==> config.mk <==
export PLATFORM = sky130hd
export DESIGN_NAME = i2s_receiver
export DESIGN_NICKNAME = d
export VERILOG_FILES = /design/src/rtl/i2s_receiver_pkg.sv /design/src/rtl/i2s_rx_sync.sv /design/src/rtl/i2s_receiver.sv
export SDC_FILE = /design/constraint.sdc
export NUM_CORES = 1
export LEC_CHECK = 0
export CAP_MARGIN = 25
export CORE_ASPECT_RATIO = 1.75
export CORE_MARGIN = 2
export CORE_UTILIZATION = 60
export DETAILED_ROUTE_END_ITERATION = 16
export PLACE_DENSITY = 0.82
export SETUP_SLACK_MARGIN = 0.15
export SLEW_MARGIN = 20
export SYNTH_ARGS = -nofsm -noshare
export SYNTH_HDL_FRONTEND = slang
export SYNTH_SLANG_ARGS = --single-unit
==> constraint.sdc <==
create_clock -name in_clk -period 7.4 [get_ports in_clk]
set_clock_uncertainty 0.15 [all_clocks]
set_input_delay 1.48 -clock in_clk [delete_from_list [all_inputs] [get_ports in_clk]]
set_output_delay 1.48 -clock in_clk [all_outputs]
set_load 0.01 [all_outputs]
==> src/rtl/i2s_receiver_pkg.sv <==
// Shared constants and helpers for the I2S slave receiver.
// The channel codes and sample/frame widths are the same ones the I2S transmitter uses.
package i2s_receiver_pkg;

    localparam int   I2S_SAMPLE_W = 16;
    localparam int   I2S_FRAME_W  = 32;
    localparam logic CH_L         = 1'b0;
    localparam logic CH_R         = 1'b1;

    // Average of two signed 16-bit samples: a signed 17-bit sum, shifted right arithmetically by one.
    function automatic logic [15:0] avg_s16(input logic [15:0] a, input logic [15:0] b);
        logic [16:0] sum;
        sum = {a[15], a} + {b[15], b};
        return sum[16:1];
    endfunction

endpackage

==> src/rtl/i2s_rx_sync.sv <==
// Input synchroniser for the external I2S pins, plus a bck rising-edge detector.
// bck, lrck and sdin go through chains of equal depth, so all three stay time-aligned.
module i2s_rx_sync #(
    parameter int SYNC_STAGES = 2
) (
    input  logic in_clk,
    input  logic reset,
    input  logic bck,
    input  logic lrck,
    input  logic sdin,
    output logic bck_rise,
    output logic lrck_s,
    output logic sdin_s
);

    logic [SYNC_STAGES-1:0] bck_sync_q;
    logic [SYNC_STAGES-1:0] lrck_sync_q;
    logic [SYNC_STAGES-1:0] sdin_sync_q;
    logic                   bck_dly_q;

    // Shift the external pins through the synchroniser chains and hold the previous bck.
    always_ff @(posedge in_clk or posedge reset) begin
        if (reset) begin
            bck_sync_q  <= '0;
            lrck_sync_q <= '0;
            sdin_sync_q <= '0;
            bck_dly_q   <= 1'b0;
        end else begin
            bck_sync_q  <= {bck_sync_q[SYNC_STAGES-2:0], bck};
            lrck_sync_q <= {lrck_sync_q[SYNC_STAGES-2:0], lrck};
            sdin_sync_q <= {sdin_sync_q[SYNC_STAGES-2:0], sdin};
            bck_dly_q   <= bck_sync_q[SYNC_STAGES-1];
        end
    end

    assign bck_rise = bck_sync_q[SYNC_STAGES-1] & ~bck_dly_q;
    assign lrck_s   = lrck_sync_q[SYNC_STAGES-1];
    assign sdin_s   = sdin_sync_q[SYNC_STAGES-1];

endmodule

==> src/rtl/i2s_receiver.sv <==
// I2S slave receiver: deserialises 16-bit left/right samples (MSB first, left on lrck=0) and
// presents one {left,right} frame per lrck period on a valid/ready interface.
// Optional feature: define I2S_RX_DECIM_EN to add decim_22k_in. When it is high, pairs of
// frames are averaged per channel, giving one output per two frames.
module i2s_receiver
    import i2s_receiver_pkg::*;
#(
    parameter int SAMPLE_W    = I2S_SAMPLE_W,
    parameter int SLOT_MAX    = 32,
    parameter int SYNC_STAGES = 2
) (
    input  logic                  in_clk,
    input  logic                  reset,
    input  logic                  bck,
    input  logic                  lrck,
    input  logic                  sdin,
`ifdef I2S_RX_DECIM_EN
    input  logic                  decim_22k_in,
`endif
    output logic                  out_valid,
    input  logic                  out_ready,
    output logic [2*SAMPLE_W-1:0] out_data,
    output logic                  overflow_tick,
    output logic                  sync_err_tick,
    output logic                  locked
);

    localparam int             CNT_W      = $clog2(SLOT_MAX + 1);
    localparam int             FW         = 2 * SAMPLE_W;
    localparam logic [CNT_W-1:0] CNT_SAMPLE = CNT_W'(SAMPLE_W);
    localparam logic [CNT_W-1:0] CNT_MAX    = CNT_W'(SLOT_MAX);
    localparam logic [CNT_W-1:0] CNT_ONE    = CNT_W'(1);

    logic bck_rise_s;
    logic lrck_s;
    logic sdin_s;

    i2s_rx_sync #(
        .SYNC_STAGES (SYNC_STAGES)
    ) u_sync (
        .in_clk   (in_clk),
        .reset    (reset),
        .bck      (bck),
        .lrck     (lrck),
        .sdin     (sdin),
        .bck_rise (bck_rise_s),
        .lrck_s   (lrck_s),
        .sdin_s   (sdin_s)
    );

    // Framer state. primed: lrck_prev holds a real sample. slot_act: a true slot start has been seen
    // since reset, so bits are counted and short slots count as sync errors.
    logic                primed_q,    primed_d;
    logic                slot_act_q,  slot_act_d;
    logic                lrck_prev_q, lrck_prev_d;
    logic                ch_q,        ch_d;
    logic [CNT_W-1:0]    bit_cnt_q,   bit_cnt_d;
    logic [SAMPLE_W-1:0] shreg_q,     shreg_d;
    logic [SAMPLE_W-1:0] left_buf_q,  left_buf_d;
    logic                left_ok_q,   left_ok_d;
    logic                locked_q,    locked_d;
    logic                sync_err_q,  sync_err_d;
    logic [CNT_W-1:0]    cnt_n_s;
    logic                emit_s;
    logic [FW-1:0]       emit_data_s;

    // Output register state.
    logic                out_valid_q, out_valid_d;
    logic [FW-1:0]       out_data_q,  out_data_d;
    logic                ovf_q,       ovf_d;

`ifdef I2S_RX_DECIM_EN
    logic                decim_q,     decim_d;
    logic                phase_q,     phase_d;
    logic [FW-1:0]       pair_q,      pair_d;
`endif

    // Slot counting, shifting, framing and (optionally) pair decimation; advances on bck rises only.
    always_comb begin
        primed_d    = primed_q;
        slot_act_d  = slot_act_q;
        lrck_prev_d = lrck_prev_q;
        ch_d        = ch_q;
        bit_cnt_d   = bit_cnt_q;
        shreg_d     = shreg_q;
        left_buf_d  = left_buf_q;
        left_ok_d   = left_ok_q;
        locked_d    = locked_q;
        sync_err_d  = 1'b0;
        cnt_n_s     = bit_cnt_q;
        emit_s      = 1'b0;
        emit_data_s = {left_buf_q, shreg_q};
`ifdef I2S_RX_DECIM_EN
        decim_d     = decim_q;
        phase_d     = phase_q;
        pair_d      = pair_q;
`endif
        if (bck_rise_s) begin
            lrck_prev_d = lrck_s;
            primed_d    = 1'b1;
            if (!primed_q) begin
                // First rise after reset only establishes the lrck reference.
                bit_cnt_d = '0;
            end else if (lrck_s != lrck_prev_q) begin
                bit_cnt_d  = '0;
                ch_d       = lrck_s;
                slot_act_d = 1'b1;
                if (slot_act_q && (bit_cnt_q < CNT_SAMPLE)) begin
                    sync_err_d = 1'b1;
                    locked_d   = 1'b0;
                    left_ok_d  = 1'b0;
`ifdef I2S_RX_DECIM_EN
                    phase_d    = 1'b0;
`endif
                end else begin
                    sync_err_d = 1'b0;
                end
`ifdef I2S_RX_DECIM_EN
                if ((lrck_s == CH_L) && (decim_22k_in != decim_q)) begin
                    decim_d = decim_22k_in;
                    phase_d = 1'b0;
                end else begin
                    decim_d = decim_q;
                end
`endif
            end else if (slot_act_q) begin
                cnt_n_s   = (bit_cnt_q >= CNT_MAX) ? CNT_MAX : (bit_cnt_q + CNT_ONE);
                bit_cnt_d = cnt_n_s;
                if ((cnt_n_s >= CNT_ONE) && (cnt_n_s <= CNT_SAMPLE)) begin
                    shreg_d = {shreg_q[SAMPLE_W-2:0], sdin_s};
                end else begin
                    shreg_d = shreg_q;
                end
                if (cnt_n_s == CNT_SAMPLE) begin
                    if (ch_q == CH_L) begin
                        left_buf_d = shreg_d;
                        left_ok_d  = 1'b1;
                    end else if (left_ok_q) begin
                        left_ok_d   = 1'b0;
                        locked_d    = 1'b1;
                        emit_data_s = {left_buf_q, shreg_d};
`ifdef I2S_RX_DECIM_EN
                        if (decim_q) begin
                            if (!phase_q) begin
                                pair_d  = {left_buf_q, shreg_d};
                                phase_d = 1'b1;
                                emit_s  = 1'b0;
                            end else begin
                                phase_d     = 1'b0;
                                emit_s      = 1'b1;
                                emit_data_s = {avg_s16(pair_q[FW-1:SAMPLE_W], left_buf_q),
                                               avg_s16(pair_q[SAMPLE_W-1:0], shreg_d)};
                            end
                        end else begin
                            emit_s = 1'b1;
                        end
`else
                        emit_s = 1'b1;
`endif
                    end else begin
                        // Right sample with no held left: drop it so frames start on a left slot.
                        left_ok_d = 1'b0;
                    end
                end else begin
                    left_ok_d = left_ok_q;
                end
            end else begin
                bit_cnt_d = bit_cnt_q;
            end
        end else begin
            primed_d = primed_q;
        end
    end

    // Output register: load a new frame unless the pending one is still unaccepted.
    always_comb begin
        out_valid_d = out_valid_q & ~out_ready;
        out_data_d  = out_data_q;
        ovf_d       = 1'b0;
        if (emit_s) begin
            if (out_valid_q && !out_ready) begin
                ovf_d = 1'b1;
            end else begin
                out_data_d  = emit_data_s;
                out_valid_d = 1'b1;
            end
        end else begin
            ovf_d = 1'b0;
        end
    end

    // State and output flops.
    always_ff @(posedge in_clk or posedge reset) begin
        if (reset) begin
            primed_q    <= 1'b0;
            slot_act_q  <= 1'b0;
            lrck_prev_q <= 1'b0;
            ch_q        <= CH_L;
            bit_cnt_q   <= '0;
            shreg_q     <= '0;
            left_buf_q  <= '0;
            left_ok_q   <= 1'b0;
            locked_q    <= 1'b0;
            sync_err_q  <= 1'b0;
            out_valid_q <= 1'b0;
            out_data_q  <= '0;
            ovf_q       <= 1'b0;
`ifdef I2S_RX_DECIM_EN
            decim_q     <= 1'b0;
            phase_q     <= 1'b0;
            pair_q      <= '0;
`endif
        end else begin
            primed_q    <= primed_d;
            slot_act_q  <= slot_act_d;
            lrck_prev_q <= lrck_prev_d;
            ch_q        <= ch_d;
            bit_cnt_q   <= bit_cnt_d;
            shreg_q     <= shreg_d;
            left_buf_q  <= left_buf_d;
            left_ok_q   <= left_ok_d;
            locked_q    <= locked_d;
            sync_err_q  <= sync_err_d;
            out_valid_q <= out_valid_d;
            out_data_q  <= out_data_d;
            ovf_q       <= ovf_d;
`ifdef I2S_RX_DECIM_EN
            decim_q     <= decim_d;
            phase_q     <= phase_d;
            pair_q      <= pair_d;
`endif
        end
    end

    assign out_valid     = out_valid_q;
    assign out_data      = out_data_q;
    assign overflow_tick = ovf_q;
    assign sync_err_tick = sync_err_q;
    assign locked        = locked_q;

endmodule

==> impl_metrics.yaml, run 1 <==
logic_synthesis:
  synth-xor-area-share: 0.01337
  synth_area_leaders: "dfrtp_1 57%, mux2_4 12%, mux2_1 4.8%"
  synth_edf_count: 0
  ys_async_sr_fraction: 1.000
  yosys.area_share.simple: 0.1176
  synth_nets: 294
  yosysSeqAreaShare: 0.5682
  synth_area_leader_cell: "dfrtp_1"
  synth_adder_area_share: 0.006684
  netlist_area_mm2: 0.003744
  ys_ff_latch: 85
  synth-compound-area-share: 0.06217
  yosys_warnings: 0
  syn-instance-count: 286
  synth_top_family_by_area: "multiplexers"
  synth.top_cell.area_share: 0.5682
  synth_flop_cell: "dfrtp_1"
  avgSynthCellArea_um2: 13.09
  ys_types: 46
  synthMuxAreaShare: 0.1939
global_route:
  top_usage_layer: "met2"
  track_usage: 0.2078
  grtUsageMet1: 0.2447
  use_met3: 0.06139
  overflow: 0
  grt_pass1_wl_um: 10850
  grt_antenna_before_repair: 0
  grt_pass1_vias: 2294
  grtUsageMet2: 0.3451
  grt_max_degree: 86
drt:
  drt_iter0_markers: 99
  finalWirelength_um: 6406
  antenna_left: 0
  post_drt_wl_per_cell_um: 15.55
  drt-pass1-iter-count: 4
  via_per_inst: 5.464
  vias: 2251
  drc: 0
power_and_ir_drop:
  p_leak_nw: 2.174
  sw_frac_of_total: 0.2625
  seq_power_share: 0.542
  clkPwrFrac: 0.335
  ir_drop_mv: 0.1600
  pwr-share-comb: 0.123
  power.switching_mw: 0.2510
  p_int_mw: 0.7052
  p_per_area_mw_per_mm2: 218.2
floorplan:
  rows: 38
  fp.dieW_um: 63.71
  die_area_mm2: 0.006912
  io_pins: 42
  core-area_mm2: 0.006133
  start_util: 0.6104
  die_y_um: 108.5
status:
  outcome: "complete, no violations"
clocking:
  cts_tree: "done"
  cts_hold_buffers: 0
  cts_made_buffers: 9
  cts_setup_buffers: 0
  cts.sinks: 85
  clk_latency_ns: 0.36
  root_buffer: "clkbuf_8"
  htree_levels: 3
  cts.clk_slew.worst_paths_ns: 0.08
  cts_buffer_depth: 2
  cts_resized: 0
hold_path:
  worstHoldStart: "u_sync.sdin_sync_q[0]$_DFF_PP0_"
  min_to: "u_sync.sdin_sync_q[1]$_DFF_PP0_"
  min_path_type: "reg2reg"
  min_path_cells: 0
worst_setup_path:
  cp_max_fo: 23
  critPathKind: "in2reg"
  regToRegSetupSlack_ns: 4.10
  end_kind: "flip-flop"
  reg2reg_depth: 7
  arrival_ns: 3.51
  cp.required_ns: 7.49
  reg2reg_to: "out_data[29]$_DFFE_PP0P_"
  r2r-start: "bit_cnt_q[1]$_DFFE_PP0P_"
  critPathLaunchType: "primary input"
timing:
  slew_viol_final: 0
  timing.final.crit_share: 0.4616
  tightest_slew_ns: 0.9345
  grt_setup_unrepaired: "no"
  setup_viol: 0
  period_minus_slack_ns: 3.416
  setup_tns_ns: 0
  slew_headroom: 0.3770
  finalHoldViolCount: 0
  fmax_mhz: 292.8
finish:
  multi_input_area_mm2: 0.001474
  post-route-cell-area_mm2: 0.004383
  n_fill_cell: 426
  layout.cells.non_filler: 412
  final-seq-area_mm2: 0.002127
  layout_common_cells: "85 x dfrtp_1, 41 x clkdlybuf4s50_1, 31 x mux2_4, 27 x nand2_1, 16 x mux2_1"
  area_growth_pct: 17.08
  drive_above_1_share: 0.1807
  nets: 335
  n_antenna_cell: 0
  mostFrequentLayoutCell: "dfrtp_1"
placement:
  gp_congestion: 0.8303
  io_buffer_count: 41
  postPlaceCellArea_mm2: 0.004189
  dpl.hpwl_um: 4376
  dp_cells: 396
flow_run:
  maxCapViolCount: 0
stage by stage:
step           utilization  setup WS (ns)  power (mW)  hold slack, ns
2_1_floorplan            -          3.577      0.6153          0.1812
3_3_place_gp        0.6797          3.483      0.6410          0.1833
3_5_place_dp        0.6830          3.629      0.6464          0.1847
4_1_cts             0.7140          4.000      0.9661          0.2030
5_1_grt             0.7146          3.930      0.9991          0.2179
6_report            0.7146          3.984      0.9562          0.2010
kinds of logic (layout without fill, tap and decap cells):
kind of cell / Yosys count / count (layout)
DFF: 85 / 85
and+or+nand+nor: 80 / 80
muxes: 55 / 55
AOI/OAI and AO/OA: 34 / 34
buffers and inverters: 26 / 72
xor gates and xnor gates: 4 / 4
adders and majority gates: 2 / 2
Yosys cell counts, types with 2 or more instances:
library cell and n:
dfrtp_1 85, mux2_4 31, nand2_1 27, mux2_1 16
inv_1 13, nor2b_1 11, o21ai_0 9, mux2i_1 8
o21ai_1 8, nand3_1 7, nor2_1 7, nand2b_1 6
buf_6 5, a31oi_1 4, clkbuf_1 4, or3_1 4
and3_1 3, buf_2 3, a21oi_1 2, and3b_1 2
and4b_1 2, ha_1 2, nor3b_1 2, xnor2_2 2
xor2_1 2
registers in the layout, indices dropped and copies added, names as in the netlist:
signal and count:
bit_cnt_q 6, ch_q 1, left_buf_q 16, left_ok_q 1
locked 1, lrck_prev_q 1, out_data 32, out_valid 1
overflow_tick 1, primed_q 1, shreg_q 15, slot_act_q 1
sync_err_tick 1, u_sync.bck_dly_q 1, u_sync.bck_sync_q 2, u_sync.lrck_sync_q 2
u_sync.sdin_sync_q 2
worst max-delay path by stage:
stage | from | to | slack, ns | cells after the start
floorplan | reset | bit_cnt_q[0]$_DFFE_PP0P_ | 3.58 | 1
global placement | out_ready | out_data[29]$_DFFE_PP0P_ | 3.48 | 4
detailed placement | out_ready | out_data[30]$_DFFE_PP0P_ | 3.63 | 5
CTS | out_ready | out_data[29]$_DFFE_PP0P_ | 4.00 | 5
global route | out_ready | out_data[29]$_DFFE_PP0P_ | 3.93 | 5
finish | out_ready | out_data[29]$_DFFE_PP0P_ | 3.98 | 5
metal layers:
| layer | part of all wire | vias up | wire [µm] |
|---|---|---|---|
| li1 | - | 1065 | - |
| met1 | 0.42 | 1137 | 2716 |
| met2 | 0.53 | 38 | 3364 |
| met3 | 0.026 | 11 | 169 |
| met4 | 0.024 | 0 | 156 |
| met5 | 0 | - | 0 |
power by group through the flow:
stage          Clock (mW)  Combinational (mW)  Sequential, mW
6_report            0.320               0.117           0.519
5_1_grt             0.346               0.129           0.523
4_1_cts             0.329               0.119           0.519
3_5_place_dp            0               0.119           0.528
3_3_place_gp            0               0.115           0.526
2_1_floorplan           0              0.0978           0.517
layout make-up:
cell class | instances | area share
Timing Repair Buffer | 43 | 0.1008
Tap cell | 80 | 0.02284
Multi-Input combinational cell | 175 | 0.3363
Clock inverter | 6 | 0.01427
Sequential cell | 85 | 0.4853
Clock buffer | 10 | 0.02912
Inverter | 13 | 0.01142
critical path, cell delays in order:
cell and delay [ns]:
clkdlybuf4s50_1 0.45, nand2b_1 0.13, or4b_2 0.85, buf_12 0.27, mux2_1 0.31
Power figures use the tool's default switching activity.
==> inputs of run 2 (changes only) <==
Settings changed: CORE_UTILIZATION 60 to 50, PLACE_DENSITY 0.82 to 0.73.
Clock period 7.4 ns to 2.85 ns, I/O delays scaled along.
==> run 2 against run 1 <==
Sequential share of layout area is 3.7 points lower. Global-route usage decreased by 2.7 points. Die area rose by 19%. Critical path depth rose by 2. Utilization fell by 5.8 points. Cell count grew 5.6%. Power grew to 3.1 times the previous value. Via count increased by 5.0%. Combinational power grew to 3.5 times the previous value. Sequential power rose to 2.6 times the previous value. Critical path type is now reg2reg. Largest cell class unchanged.
==> impl_metrics.yaml, run 2 (synthesis gave the netlist of run 1 again) <==
worst_setup_path:
  crit_chain: "buf_4 -> nor2_1 -> o211a_4 -> o211ai_2 -> or4b_4 -> bufbuf_16 -> mux2_4"
  setup.worst_path.start: "bit_cnt_q[1]$_DFFE_PP0P_"
  cp.required_ns: 2.92
  arrival_ns: 2.68
  cp-endpoint: "out_data[0]$_DFFE_PP0P_"
  regToRegSetupSlack_ns: 0.25
  max_stage_delay_ns: 0.57
  critPathKind: "reg2reg"
  critPathLaunchType: "flip-flop"
  r2r-start: "bit_cnt_q[1]$_DFFE_PP0P_"
  reg2reg_depth: 7
  cp_max_fo: 16
  end_kind: "flip-flop"
  reg2reg_to: "out_data[0]$_DFFE_PP0P_"
  slowest_stage: "or4b_4"
clocking:
  cts_tree: "done"
  cts_hold_buffers: 0
  cts.clk_slew.worst_paths_ns: 0.06
  cts_made_buffers: 9
  root_buffer: "clkbuf_16"
  cts.sinks: 85
  clk_latency_ns: 0.33
  htree_levels: 3
  cts_buffer_depth: 2
hold_path:
  min_path_type: "reg2reg"
  min_path_cells: 0
finish:
  largest_register_ffs: 32
  mostFrequentLayoutCell: "dfrtp_1"
  layout_common_cells: "83 x dfrtp_1, 41 x clkdlybuf4s50_1, 31 x mux2_4, 27 x nand2_1"
  final_util: 0.6561
  drive_above_1_share: 0.2407
  nets: 352
  area_growth_pct: 26.77
  n_antenna_cell: 0
timing:
  fmax_mhz: 384.1
  tightest_slew_ns: 0.7537
  period_minus_slack_ns: 2.603
  finalHoldViolCount: 0
  setup_viol: 0
  setup_tns_ns: 0
  timing.final.crit_share: 0.9134
  slew_viol_final: 0
  slew_headroom: 0.4922
  grt_setup_unrepaired: "no"
power_and_ir_drop:
  ir_drop_mv: 0.4316
  p_per_area_mw_per_mm2: 632.2
  p_leak_nw: 2.333
floorplan:
  io_pins: 42
  fp.dieW_um: 69.41
  core-area_mm2: 0.007233
  start_util: 0.5176
  die_y_um: 118.5
  rows: 41
  die_area_mm2: 0.008223
global_route:
  overflow: 0
  grt_antenna_before_repair: 0
  track_usage: 0.1808
  grt_pass1_vias: 2438
  grt_pass1_wl_um: 11830
  grt_max_degree: 44
drt:
  drt_iter0_markers: 166
  wl_met2_um: 3679
  finalWirelength_um: 6999
  antenna_left: 0
  post_drt_wl_per_cell_um: 16.09
  wl_met3_um: 207
  wl_met1_um: 2943
  drt-pass1-iter-count: 4
  drc: 0
  vias: 2364
  top_layer: "met4"
  via_per_inst: 5.434
status:
  outcome: "complete, no violations"
flow_run:
  maxCapViolCount: 0
placement:
  io_buffer_count: 41
  dpl.hpwl_um: 4635
  gp_congestion: 0.8443
[run 2: cell count changes in the layout (fill, tap and decap cells not counted), moves of 2 or more]
cell / delta
clkbuf_16: +9
buf_4: +16
clkinv_2: -3
ha_4: +2
clkbuf_8: -9
ha_1: -2
dfrtp_1: -2
dfrtp_2: +2
clkinvlp_4: +2
[run 2: stage by stage]
step / setup slack (ns) / hold slack, ns / power, mW / instance area, µm² / std cells
after floorplan: 0.2282 / 0.1812 / 1.598 / 3747 / 286
after global placement: 0.08103 / 0.1863 / 1.688 / 4302 / 414
after detailed placement: 0.01253 / 0.1873 / 1.705 / 4302 / 414
after CTS: 0.1659 / 0.2014 / 2.971 / 4682 / 433
after global routing: 0.1691 / 0.2081 / 3.121 / 4746 / 435
final: 0.2468 / 0.1993 / 3.000 / 4746 / 435
[run 2: worst min path at each step]
stage / end / start
finish: u_sync.sdin_sync_q[1]$_DFF_PP0_ / u_sync.sdin_sync_q[0]$_DFF_PP0_
global route: u_sync.bck_sync_q[1]$_DFF_PP0_ / u_sync.bck_sync_q[0]$_DFF_PP0_
CTS: u_sync.sdin_sync_q[1]$_DFF_PP0_ / u_sync.sdin_sync_q[0]$_DFF_PP0_
detailed placement: u_sync.sdin_sync_q[1]$_DFF_PP0_ / u_sync.sdin_sync_q[0]$_DFF_PP0_
global placement: u_sync.lrck_sync_q[1]$_DFF_PP0_ / u_sync.lrck_sync_q[0]$_DFF_PP0_
floorplan: u_sync.bck_sync_q[1]$_DFF_PP0_ / u_sync.bck_sync_q[0]$_DFF_PP0_
[run 2: repair_timing]
item                                    4_1_cts  5_1_grt
pin swaps                                     1        2
gates cloned                                  1        0
setup buffers                                 2        2
resized for setup                             4        7
endpoints found under the setup margin       55       39
endpoints found under the hold margin         0        0
[run 2: cell type report]
class | count | area, µm²
Multi-Input combinational cell | 175 | 1529
Sequential cell | 85 | 2130
Clock inverter | 7 | 98.84
Tap cell | 86 | 107.6
Inverter | 13 | 52.55
Fill cell | 512 | 2487
Timing Repair Buffer | 60 | 603.1
Clock buffer | 9 | 225.2
[run 2: where the power goes]
part           internal (mW)  switching (mW)
Clock                  0.771           0.474
Combinational          0.220           0.191
Sequential              1.27          0.0686
[run 2: critical path, delay by kind of cell (launching register included)]
family	cells	cell delay, ns
flops	1	0.43
simple gates	2	0.76
buf+inv	2	0.50
compound gates	2	0.34
mux	1	0.30
[run 2: routing by layer]
metal | track usage | vias up
met3 | 0.03240 | 14
met1 | 0.2195 | 1176
met4 | 0.08456 | 0
met5 | 0 | -
li1 | - | 1115
met2 | 0.3083 | 59
==> inputs of run 3 (changes only) <==
Settings changed: CELL_PAD_IN_SITES_DETAIL_PLACEMENT set to 1, CELL_PAD_IN_SITES_GLOBAL_PLACEMENT set to 1, CORE_UTILIZATION 50 to 41, RECOVER_POWER set to 100.
==> run 3 against run 2 <==
Clock power shrank 14%. Non-clock buffer count rose by 4. Sequential share of layout area rose by 0.73 points. Die area rose by 21%. First-iteration DRC count decreased by 16%. Combinational power is essentially flat. Critical endpoint is now out_data[17]$_DFFE_PP0P_. Highest routed layer unchanged.
==> impl_metrics.yaml, run 3 (synthesis gave the netlist of run 1 again) <==
clocking:
  cts.clk_slew.worst_paths_ns: 0.06
  cts_buffer_depth: 2
  root_buffer: "clkbuf_16"
  htree_levels: 3
  cts_hold_buffers: 0
  clk_latency_ns: 0.35
  cts_made_buffers: 9
  cts.sinks: 85
  cts_tree: "done"
placement:
  postPlaceCellArea_mm2: 0.004372
  gp_congestion: 0.8280
  io_buffer_count: 41
  dpl.hpwl_um: 5304
timing:
  setup_viol: 0
  finalHoldViolCount: 0
  slew_headroom: 0.2537
  setup_tns_ns: 0
  fmax_mhz: 377.0
  slew_viol_final: 0
  period_minus_slack_ns: 2.653
  tightest_slew_ns: 1.119
  grt_setup_unrepaired: "yes"
  timing.final.crit_share: 0.9308
floorplan:
  core-area_mm2: 0.008979
  rows: 46
  fp.dieW_um: 76.23
  start_util: 0.4169
  die_y_um: 130.4
  die_area_mm2: 0.009941
  io_pins: 42
worst_setup_path:
  end_kind: "flip-flop"
  arrival_ns: 2.74
  critPathLaunchType: "flip-flop"
  cp.required_ns: 2.93
  cp_max_fo: 16
  critPathKind: "reg2reg"
drt:
  drt-pass1-iter-count: 4
  finalWirelength_um: 8079
  via_per_inst: 5.108
  antenna_left: 0
  post_drt_wl_per_cell_um: 17.08
  drc: 0
  drt_iter0_markers: 140
  vias: 2416
global_route:
  grt_max_degree: 86
  overflow: 0
  grt_pass1_vias: 2608
  track_usage: 0.1752
  grt_antenna_before_repair: 0
  grt_pass1_wl_um: 13370
finish:
  nets: 356
  n_antenna_cell: 0
  area_growth_pct: 24.60
  drive_above_1_share: 0.1926
  n_fill_cell: 957
  layout_common_cells: "85 x dfrtp_1, 40 x dlygate4sd3_1, 28 x mux2_1, 27 x nand2_1, 19 x mux2_4"
  mostFrequentLayoutCell: "dfrtp_1"
  largest_register_ffs: 32
  post-route-cell-area_mm2: 0.004664
flow_run:
  maxCapViolCount: 0
hold_path:
  min_path_type: "reg2reg"
power_and_ir_drop:
  p_total_mw: 2.824
  p_leak_nw: 2.346
  p_per_area_mw_per_mm2: 605.5
  ir_drop_mv: 0.3085
status:
  outcome: "complete, no violations"
## run 3: cell types whose count changed in the layout (fill, tap and decap cells not counted), sizes merged
cell           change
bufinv             -2
clkdlybuf4s50     -40
buf                -5
clkbuf             +9
dlygate4sd3       +40
clkinv             +1
clkinvlp           +1
## run 3: path summary, 6_finish.rpt
kind	from	cells past startpoint	slack, ns	to
max	bit_cnt_q[1]$_DFFE_PP0P_	8	0.20	out_data[17]$_DFFE_PP0P_
min	u_sync.bck_sync_q[0]$_DFF_PP0_	0	0.20	u_sync.bck_sync_q[1]$_DFF_PP0_
max reg2reg	bit_cnt_q[1]$_DFFE_PP0P_	8	0.20	out_data[17]$_DFFE_PP0P_
min reg2reg	u_sync.bck_sync_q[0]$_DFF_PP0_	0	0.20	u_sync.bck_sync_q[1]$_DFF_PP0_
max in group asynchronous	reset	3	0.88	out_valid$_DFF_PP0_
min in group asynchronous	reset	3	0.96	out_data[12]$_DFFE_PP0P_
## run 3: where the power goes
part	total, mW	internal (mW)	switching (mW)
Clock	1.08	0.592	0.485
Combinational	0.409	0.214	0.194
Sequential	1.34	1.27	0.0643
## run 3: critical path, stage by stage, from the launching register on
cell and delay [ns]:
dfrtp_1 0.40, clkbuf_4 0.16, buf_4 0.12, and3b_1 0.19
o211a_2 0.23, o211ai_1 0.12, or4b_4 0.54, bufbuf_16 0.32
mux2_4 0.30
## run 3: per-layer routing
| metal | routed length (µm) | part of all wire | global-route usage | vias up |
|---|---|---|---|---|
| li1 | - | - | - | 1114 |
| met1 | 3122 | 0.39 | 0.1923 | 1248 |
| met2 | 4498 | 0.56 | 0.3149 | 38 |
| met3 | 243 | 0.030 | 0.03846 | 16 |
| met4 | 214 | 0.026 | 0.09840 | 0 |
| met5 | 0 | 0 | 0 | - |
## run 3: area by class of cell
cell class                      instances  area (µm²)  area share
Tap cell                              120       150.1     0.03219
Sequential cell                        85        2127      0.4560
Timing Repair Buffer                   64       595.6      0.1277
Multi-Input combinational cell        175        1463      0.3136
Clock inverter                          7       51.30     0.01100
Inverter                               13       52.55     0.01127
Clock buffer                            9       225.2     0.04828
## run 3: through the flow
| step | hold WS [ns] | utilization | instances | worst slack [ns] |
|---|---|---|---|---|
| 2_1_floorplan | 0.1812 | - | 286 | 0.2282 |
| 3_3_place_gp | 0.1849 | 0.4869 | 450 | 0.1315 |
| 3_5_place_dp | 0.1862 | 0.4869 | 450 | 0.07155 |
| 4_1_cts | 0.2007 | 0.5248 | 470 | 0.1579 |
| 5_1_grt | 0.2185 | 0.5195 | 473 | 0.07407 |
| 6_report | 0.1972 | 0.5195 | 473 | 0.1973 |
## run 3: repair_timing
action | 4_1_cts | 5_1_grt
endpoints found under the setup margin | 39 | 23
buffers inserted | 3 | 3
gates cloned | 1 | 0
pin swaps | 1 | 1
gates resized for setup | 4 | 6
